[src/rtl/hazard_scoreboard_pkg.sv]
// Shared constants for the ID-stage hazard scoreboard: register file geometry,
// counter width and the standard result latencies of the execution units.
package hazard_scoreboard_pkg;

  localparam int REG_ADDR_W = 5;
  localparam int NUM_SRC    = 2;
  localparam int MAX_LAT    = 7;
  localparam int WB_DIST    = 2;
  localparam int CNT_W      = 3;
  localparam int STALL_W    = 32;

  localparam int LAT_ALU    = 0;
  localparam int LAT_LOAD   = 1;
  localparam int LAT_MUL    = 4;

endpackage

[src/rtl/hazard_scoreboard_if.sv]
// ID-stage instruction bundle in, stall/issue decision out. Master is the ID stage,
// slave is the scoreboard; purely combinational signals, no handshake of its own.
interface hazard_scoreboard_if;
  import hazard_scoreboard_pkg::*;

  logic                          forward_en;
  logic                          id_valid;
  logic [NUM_SRC*REG_ADDR_W-1:0] id_src;
  logic [NUM_SRC-1:0]            id_src_check;
  logic [REG_ADDR_W-1:0]         id_dest;
  logic                          id_wb_en;
  logic [CNT_W-1:0]              id_lat;
  logic                          pipe_freeze;
  logic                          id_flush;
  logic                          hazard_detected;
  logic                          issue;
  logic [STALL_W-1:0]            stall_cycles;

  modport master (
    output forward_en, id_valid, id_src, id_src_check, id_dest, id_wb_en, id_lat,
           pipe_freeze, id_flush,
    input  hazard_detected, issue, stall_cycles
  );

  modport slave (
    input  forward_en, id_valid, id_src, id_src_check, id_dest, id_wb_en, id_lat,
           pipe_freeze, id_flush,
    output hazard_detected, issue, stall_cycles
  );

endinterface

[src/rtl/hazard_sb_entry.sv]
// One scoreboard slot: cycles until its register's value is available; 1-cycle load,
// counts down each advancing cycle, holds completely while the pipeline is frozen.
module hazard_sb_entry
  import hazard_scoreboard_pkg::*;
(
  input  logic             clk,
  input  logic             rst_n,
  input  logic             i_freeze,
  input  logic             i_load,
  input  logic [CNT_W-1:0] i_load_val,
  output logic [CNT_W-1:0] o_cnt
);

  logic [CNT_W-1:0] r_cnt;

  // A new writer replaces whatever an older writer left behind.
  always_ff @(posedge clk or negedge rst_n) begin
    if (!rst_n) begin
      r_cnt <= '0;
    end else if (!i_freeze) begin
      if (i_load) begin
        r_cnt <= i_load_val;
      end else if (r_cnt != '0) begin
        r_cnt <= r_cnt - CNT_W'(1);
      end
    end
  end

  assign o_cnt = r_cnt;

endmodule

[src/rtl/hazard_scoreboard.sv]
// Per-register pending-write scoreboard driving the IF/ID stall; decision is combinational
// from registered counters, pipe_freeze blocks issue and holds every counter.
module hazard_scoreboard
  import hazard_scoreboard_pkg::*;
(
  input  logic               clk,
  input  logic               rst_n,
  hazard_scoreboard_if.slave io_sb
);

  localparam int NREG = 2**REG_ADDR_W;

  logic [CNT_W-1:0]   w_cnt [NREG];
  logic [NUM_SRC-1:0] w_src_hit;
  logic               w_hazard;
  logic               w_issue;
  logic [31:0]        w_lat_ext;
  logic [CNT_W-1:0]   w_lat_clamped;
  logic [CNT_W-1:0]   w_load_val;
  logic [STALL_W-1:0] r_stall;

  // r0 is hard-wired, so it can never be pending.
  assign w_cnt[0] = '0;

  for (genvar r = 1; r < NREG; r++) begin : g_entry
    logic w_load;
    assign w_load = w_issue && io_sb.id_wb_en && (io_sb.id_dest == REG_ADDR_W'(r));

    hazard_sb_entry u_entry (
      .clk        (clk),
      .rst_n      (rst_n),
      .i_freeze   (io_sb.pipe_freeze),
      .i_load     (w_load),
      .i_load_val (w_load_val),
      .o_cnt      (w_cnt[r])
    );
  end

  for (genvar k = 0; k < NUM_SRC; k++) begin : g_src
    logic [REG_ADDR_W-1:0] w_idx;
    assign w_idx        = io_sb.id_src[k*REG_ADDR_W +: REG_ADDR_W];
    assign w_src_hit[k] = io_sb.id_src_check[k] && (w_idx != '0) && (w_cnt[w_idx] != '0);
  end

  assign w_hazard = io_sb.id_valid && !io_sb.id_flush && (|w_src_hit);
  assign w_issue  = io_sb.id_valid && !io_sb.id_flush && !w_hazard && !io_sb.pipe_freeze;

  // Out-of-range latencies are clamped so a bad decode cannot wrap the counter.
  assign w_lat_ext     = 32'(io_sb.id_lat);
  assign w_lat_clamped = (w_lat_ext > MAX_LAT) ? CNT_W'(MAX_LAT) : io_sb.id_lat;
  assign w_load_val    = io_sb.forward_en ? w_lat_clamped : CNT_W'(WB_DIST);

  always_ff @(posedge clk or negedge rst_n) begin
    if (!rst_n) begin
      r_stall <= '0;
    end else if (w_hazard && (r_stall != {STALL_W{1'b1}})) begin
      r_stall <= r_stall + STALL_W'(1);
    end
  end

  assign io_sb.hazard_detected = w_hazard;
  assign io_sb.issue           = w_issue;
  assign io_sb.stall_cycles    = r_stall;

`ifndef SYNTHESIS
  a_lat_legal: assert property (@(posedge clk) disable iff (!rst_n)
    !(io_sb.id_valid && (w_lat_ext > MAX_LAT)));
`endif

endmodule

[src/flat_wrapper.sv]
// flat-port wrapper written by rule: the top's interface ports become plain ports
module hazard_scoreboard_flat import hazard_scoreboard_pkg::*;
  (clk, rst_n, io_sb_forward_en, io_sb_id_valid, io_sb_id_src, io_sb_id_src_check, io_sb_id_dest, io_sb_id_wb_en, io_sb_id_lat, io_sb_pipe_freeze, io_sb_id_flush, io_sb_hazard_detected, io_sb_issue, io_sb_stall_cycles);
  hazard_scoreboard_if io_sb_i ();
  input  logic clk;
  input  logic rst_n;
  input wire logic [$bits(io_sb_i.forward_en)-1:0] io_sb_forward_en;
  input wire logic [$bits(io_sb_i.id_valid)-1:0] io_sb_id_valid;
  input wire logic [$bits(io_sb_i.id_src)-1:0] io_sb_id_src;
  input wire logic [$bits(io_sb_i.id_src_check)-1:0] io_sb_id_src_check;
  input wire logic [$bits(io_sb_i.id_dest)-1:0] io_sb_id_dest;
  input wire logic [$bits(io_sb_i.id_wb_en)-1:0] io_sb_id_wb_en;
  input wire logic [$bits(io_sb_i.id_lat)-1:0] io_sb_id_lat;
  input wire logic [$bits(io_sb_i.pipe_freeze)-1:0] io_sb_pipe_freeze;
  input wire logic [$bits(io_sb_i.id_flush)-1:0] io_sb_id_flush;
  output wire logic [$bits(io_sb_i.hazard_detected)-1:0] io_sb_hazard_detected;
  output wire logic [$bits(io_sb_i.issue)-1:0] io_sb_issue;
  output wire logic [$bits(io_sb_i.stall_cycles)-1:0] io_sb_stall_cycles;
  assign io_sb_i.forward_en = io_sb_forward_en;
  assign io_sb_i.id_valid = io_sb_id_valid;
  assign io_sb_i.id_src = io_sb_id_src;
  assign io_sb_i.id_src_check = io_sb_id_src_check;
  assign io_sb_i.id_dest = io_sb_id_dest;
  assign io_sb_i.id_wb_en = io_sb_id_wb_en;
  assign io_sb_i.id_lat = io_sb_id_lat;
  assign io_sb_i.pipe_freeze = io_sb_pipe_freeze;
  assign io_sb_i.id_flush = io_sb_id_flush;
  assign io_sb_hazard_detected = io_sb_i.hazard_detected;
  assign io_sb_issue = io_sb_i.issue;
  assign io_sb_stall_cycles = io_sb_i.stall_cycles;
  hazard_scoreboard u_core (.clk(clk), .rst_n(rst_n), .io_sb(io_sb_i));
endmodule
[config.mk]
export PLATFORM = sky130hd
export DESIGN_NAME = hazard_scoreboard_flat
export DESIGN_NICKNAME = d
export VERILOG_FILES = /design/src/rtl/hazard_scoreboard_pkg.sv /design/src/rtl/hazard_scoreboard_if.sv /design/src/rtl/hazard_sb_entry.sv /design/src/rtl/hazard_scoreboard.sv /design/src/flat_wrapper.sv
export SDC_FILE = /design/constraint.sdc
export NUM_CORES = 1
export LEC_CHECK = 0
export ABC_AREA = 1
export CAP_MARGIN = 0
export CORE_MARGIN = 4
export CORE_UTILIZATION = 43
export DETAILED_ROUTE_END_ITERATION = 7
export GPL_ROUTABILITY_DRIVEN = 0
export SETUP_SLACK_MARGIN = 0.2
export SKIP_LAST_GASP = 1
export SLEW_MARGIN = 20
export SYNTH_ARGS = -nofsm -noshare
export SYNTH_HDL_FRONTEND = slang
export SYNTH_SLANG_ARGS = --single-unit
[constraint.sdc]
create_clock -name clk -period 5.2 [get_ports clk]
set_clock_uncertainty 0.1 [all_clocks]
set_input_delay 1.04 -clock clk [delete_from_list [all_inputs] [get_ports clk]]
set_output_delay 1.04 -clock clk [all_outputs]
set_load 0.005 [all_outputs]
==> impl_metrics.py, run 1 <==
metrics = {
    "timing": {
        "period_needed_ps": 4810,
        "slew_violations": 0,
        "setup_violations": 0,
        "grt_setup_unrepaired": "false",
        "tightest_slew_ps": 923,
        "hold_violations": 0,
        "slew_headroom_pct": 38.5,
        "setup_tns_ps": 0,
        "max_freq_ghz": 0.208,
        "fin_crit_sh_pct": 92.5,
    },
    "logic_synthesis": {
        "ys_top_cells_by_area": "dfrtp_1, nand2_1, nand3_1",
        "synthArstFlopShare_pct": 100,
        "synthCells": 1713,
        "syn_area_mm2": 0.0110,
        "synth_top_area_cell": "dfrtp_1",
        "synthFlopType": "dfrtp_1",
        "yosysSeqAreaShare_pct": 28.6,
        "synth_edf_count": 0,
        "synthAdderAreaFrac_pct": 7.20,
        "ys_warn_count": 0,
        "synth_compound_area_share_pct": 3.91,
        "synthXorXnorAreaFrac_pct": 4.88,
        "synth_top_area_share_pct": 28.6,
        "syn_nets": 1803,
        "synth_top_family_by_area": "simple AND/OR/NAND/NOR gates",
        "syn_area_per_cell_um2": 6.39,
        "synth-seq-cells": 125,
        "synth.area.mux_share_pct": 0,
        "yosys.area_share.simple_pct": 45.2,
        "synth.distinct_cells": 36,
    },
    "place": {
        "placedCellCount": 2071,
        "place.port_buffers": 60,
        "post-dp-hpwl_um": 23100,
        "dpl-instance-area_mm2": 0.0118,
    },
    "setup_path": {
        "critPathMaxFanout": 10,
        "crit_arrival_ps": 3670,
        "startpoint_type": "primary input",
        "worst_setup_path_end_kind": "primary output",
        "critPathKind": "in -> out",
        "crit_required_ps": 4060,
    },
    "global_routing": {
        "grtUsageTotal_pct": 23.2,
        "grt_max_degree": 94,
        "grt_pass1_vias": 10200,
        "grt_pass1_wl_um": 52700,
        "antenna_found_initial": 1,
        "grt.overflow.total": 0,
    },
    "clocking": {
        "cts_root_buf": "clkbuf_16",
        "clock_latency_ps": 440,
        "clock_tree.buffer_depth": 2,
        "numCtsBuffers": 17,
        "cts_tree": "done",
        "htree_levels": 4,
        "clkTransAtPathRegs_ps": 60,
        "post_cts_buffers": 0,
        "ctsHoldBuffers": 0,
        "clock_sinks": 125,
    },
    "drt": {
        "drtPass1Iterations": 5,
        "drc": 0,
        "drt_iter0_drc": 692,
        "vias_per_cell": 5.03,
        "ant_nets": 0,
        "wire_per_inst_um": 15.1,
        "drt-total-wl_um": 31800,
        "dr_total_vias": 10600,
    },
    "cells_and_area": {
        "layoutNonFillerInstCount": 2103,
        "layout-drive-gt1-share_pct": 7.22,
        "nets": 1850,
        "final_common_cell": "nand2_1",
        "nFillCells": 2699,
        "diodes": 0,
        "finish.instance_area_mm2": 0.0124,
        "final_cell_mix": "nand2_1, inv_1, nand3_1, dfrtp_1, nor2_1",
        "synthToLayoutAreaGrowth_pct": 13.3,
    },
    "power_and_ir_drop": {
        "p_leak_uw": 0.00665,
        "ir_drop_uv": 213,
        "cellPowerDensity_mw_per_mm2": 499,
    },
    "worst_hold_path": {
        "hold_class": "reg -> reg",
    },
    "floorplan": {
        "io_pins": 61,
        "row_count": 58,
        "initial_core_util_pct": 43.6,
        "fp.dieArea_mm2": 0.0281,
        "core_area_mm2": 0.0251,
        "fp.dieW_um": 168,
        "die_h_um": 168,
    },
    "run": {
        "maxCapViolations": 0,
    },
    "outcome": {
        "status": "complete, no violations",
    },
}
## power by group
part           internal (µW)  total [µW]  switching (µW)  leakage, µW
Combinational           1240        3150            1910      0.00479
Clock                    738        1280             538     0.000298
Sequential              1390        1770             375      0.00156
## worst max-delay path: stages
cell             delay [ps]
clkdlybuf4s50_1         750
inv_2                   220
nand2_1                 220
nor2_1                   70
nor2_1                  140
nand2_1                  70
nand3_1                  80
nand2_1                  60
nand2_1                  50
nand3_1                 120
nand2_4                 130
nand2_1                 100
inv_1                   120
clkdlybuf4s50_1         510
## kinds of logic (layout without fill, tap and decap cells)
kind of cell,Yosys count,count (layout)
buffers and inverters,264,324
XOR/XNOR,61,61
flip-flops,125,125
AO/OA/AOI/OAI,62,62
AND/OR/NAND/NOR,1138,1138
adder cells (fa/ha/maj),63,63
## flip-flops by register name, indices dropped and copies added (netlist names)
register,count
u_core.io_sb.stall_cycles,32
u_core.g_entry.u_entry.o_cnt,93
## through the flow
step                total power, µW  hold slack [ps]  utilization [%]  setup slack (ps)
finish                         6190              380             49.4               389
global route                   6890              396             49.4               271
CTS                            6240              385             49.4               411
detailed placement             4930              366             46.9               422
global placement               4880              365             46.9               455
floorplan                      4100              349                -              1730
## synth_stat cells (10+ instances only)
library cell / n
nor3_1: 29
nand3_1: 167
buf_4: 12
o21ai_0: 19
nand4_1: 10
buf_2: 10
a21oi_2: 29
nand2_1: 761
nand3_2: 15
nand3_4: 15
inv_1: 206
nor2_1: 119
xor2_1: 53
clkbuf_1: 16
dfrtp_1: 125
ha_1: 63
## area by class of cell
type	count	area, µm²	area share (%)
multi-input combinational	1324	6710	54.1
sequential	125	3130	25.2
inverter	213	806	6.50
timing repair buffer	79	737	5.94
clock buffer	18	439	3.54
tap	330	413	3.33
clock inverter	14	171	1.38
## path summary, 6_finish.rpt
check	start	end	slack, ps	cells past startpoint
max in group asynchronous	rst_n	u_core.g_entry[20].u_entry.o_cnt[2]	3430	2
max reg2reg	u_core.g_entry[9].u_entry.o_cnt[0]	u_core.g_entry[28].u_entry.o_cnt[1]	1920	15
max	io_sb_id_src[1]	io_sb_hazard_detected	390	14
min	u_core.g_entry[24].u_entry.o_cnt[0]	u_core.g_entry[24].u_entry.o_cnt[0]	380	2
min reg2reg	u_core.g_entry[24].u_entry.o_cnt[0]	u_core.g_entry[24].u_entry.o_cnt[0]	380	2
min in group asynchronous	rst_n	u_core.g_entry[31].u_entry.o_cnt[0]	600	1
## per-layer routing
metal | vias to the layer above | GRT usage, % | wire [µm]
met4 | 2 | 7.80 | 845
met3 | 52 | 4.63 | 1640
met5 | - | 0 | 8
li1 | 5407 | - | -
met1 | 4887 | 30.2 | 14500
met2 | 231 | 38.6 | 14900
## timing repair
action                                  in CTS  in global routing
gates resized for setup                      0                  2
hold endpoints to repair                     0                  0
endpoints found under the setup margin       0                  1
No activity file was read; power rests on OpenSTA's default activity.
==> run 2: changes to the inputs <==
- HOLD_SLACK_MARGIN: default -> 0.06
==> results of run 2 <==
The final DEF is identical to that of run 1; final timing and power are the same.
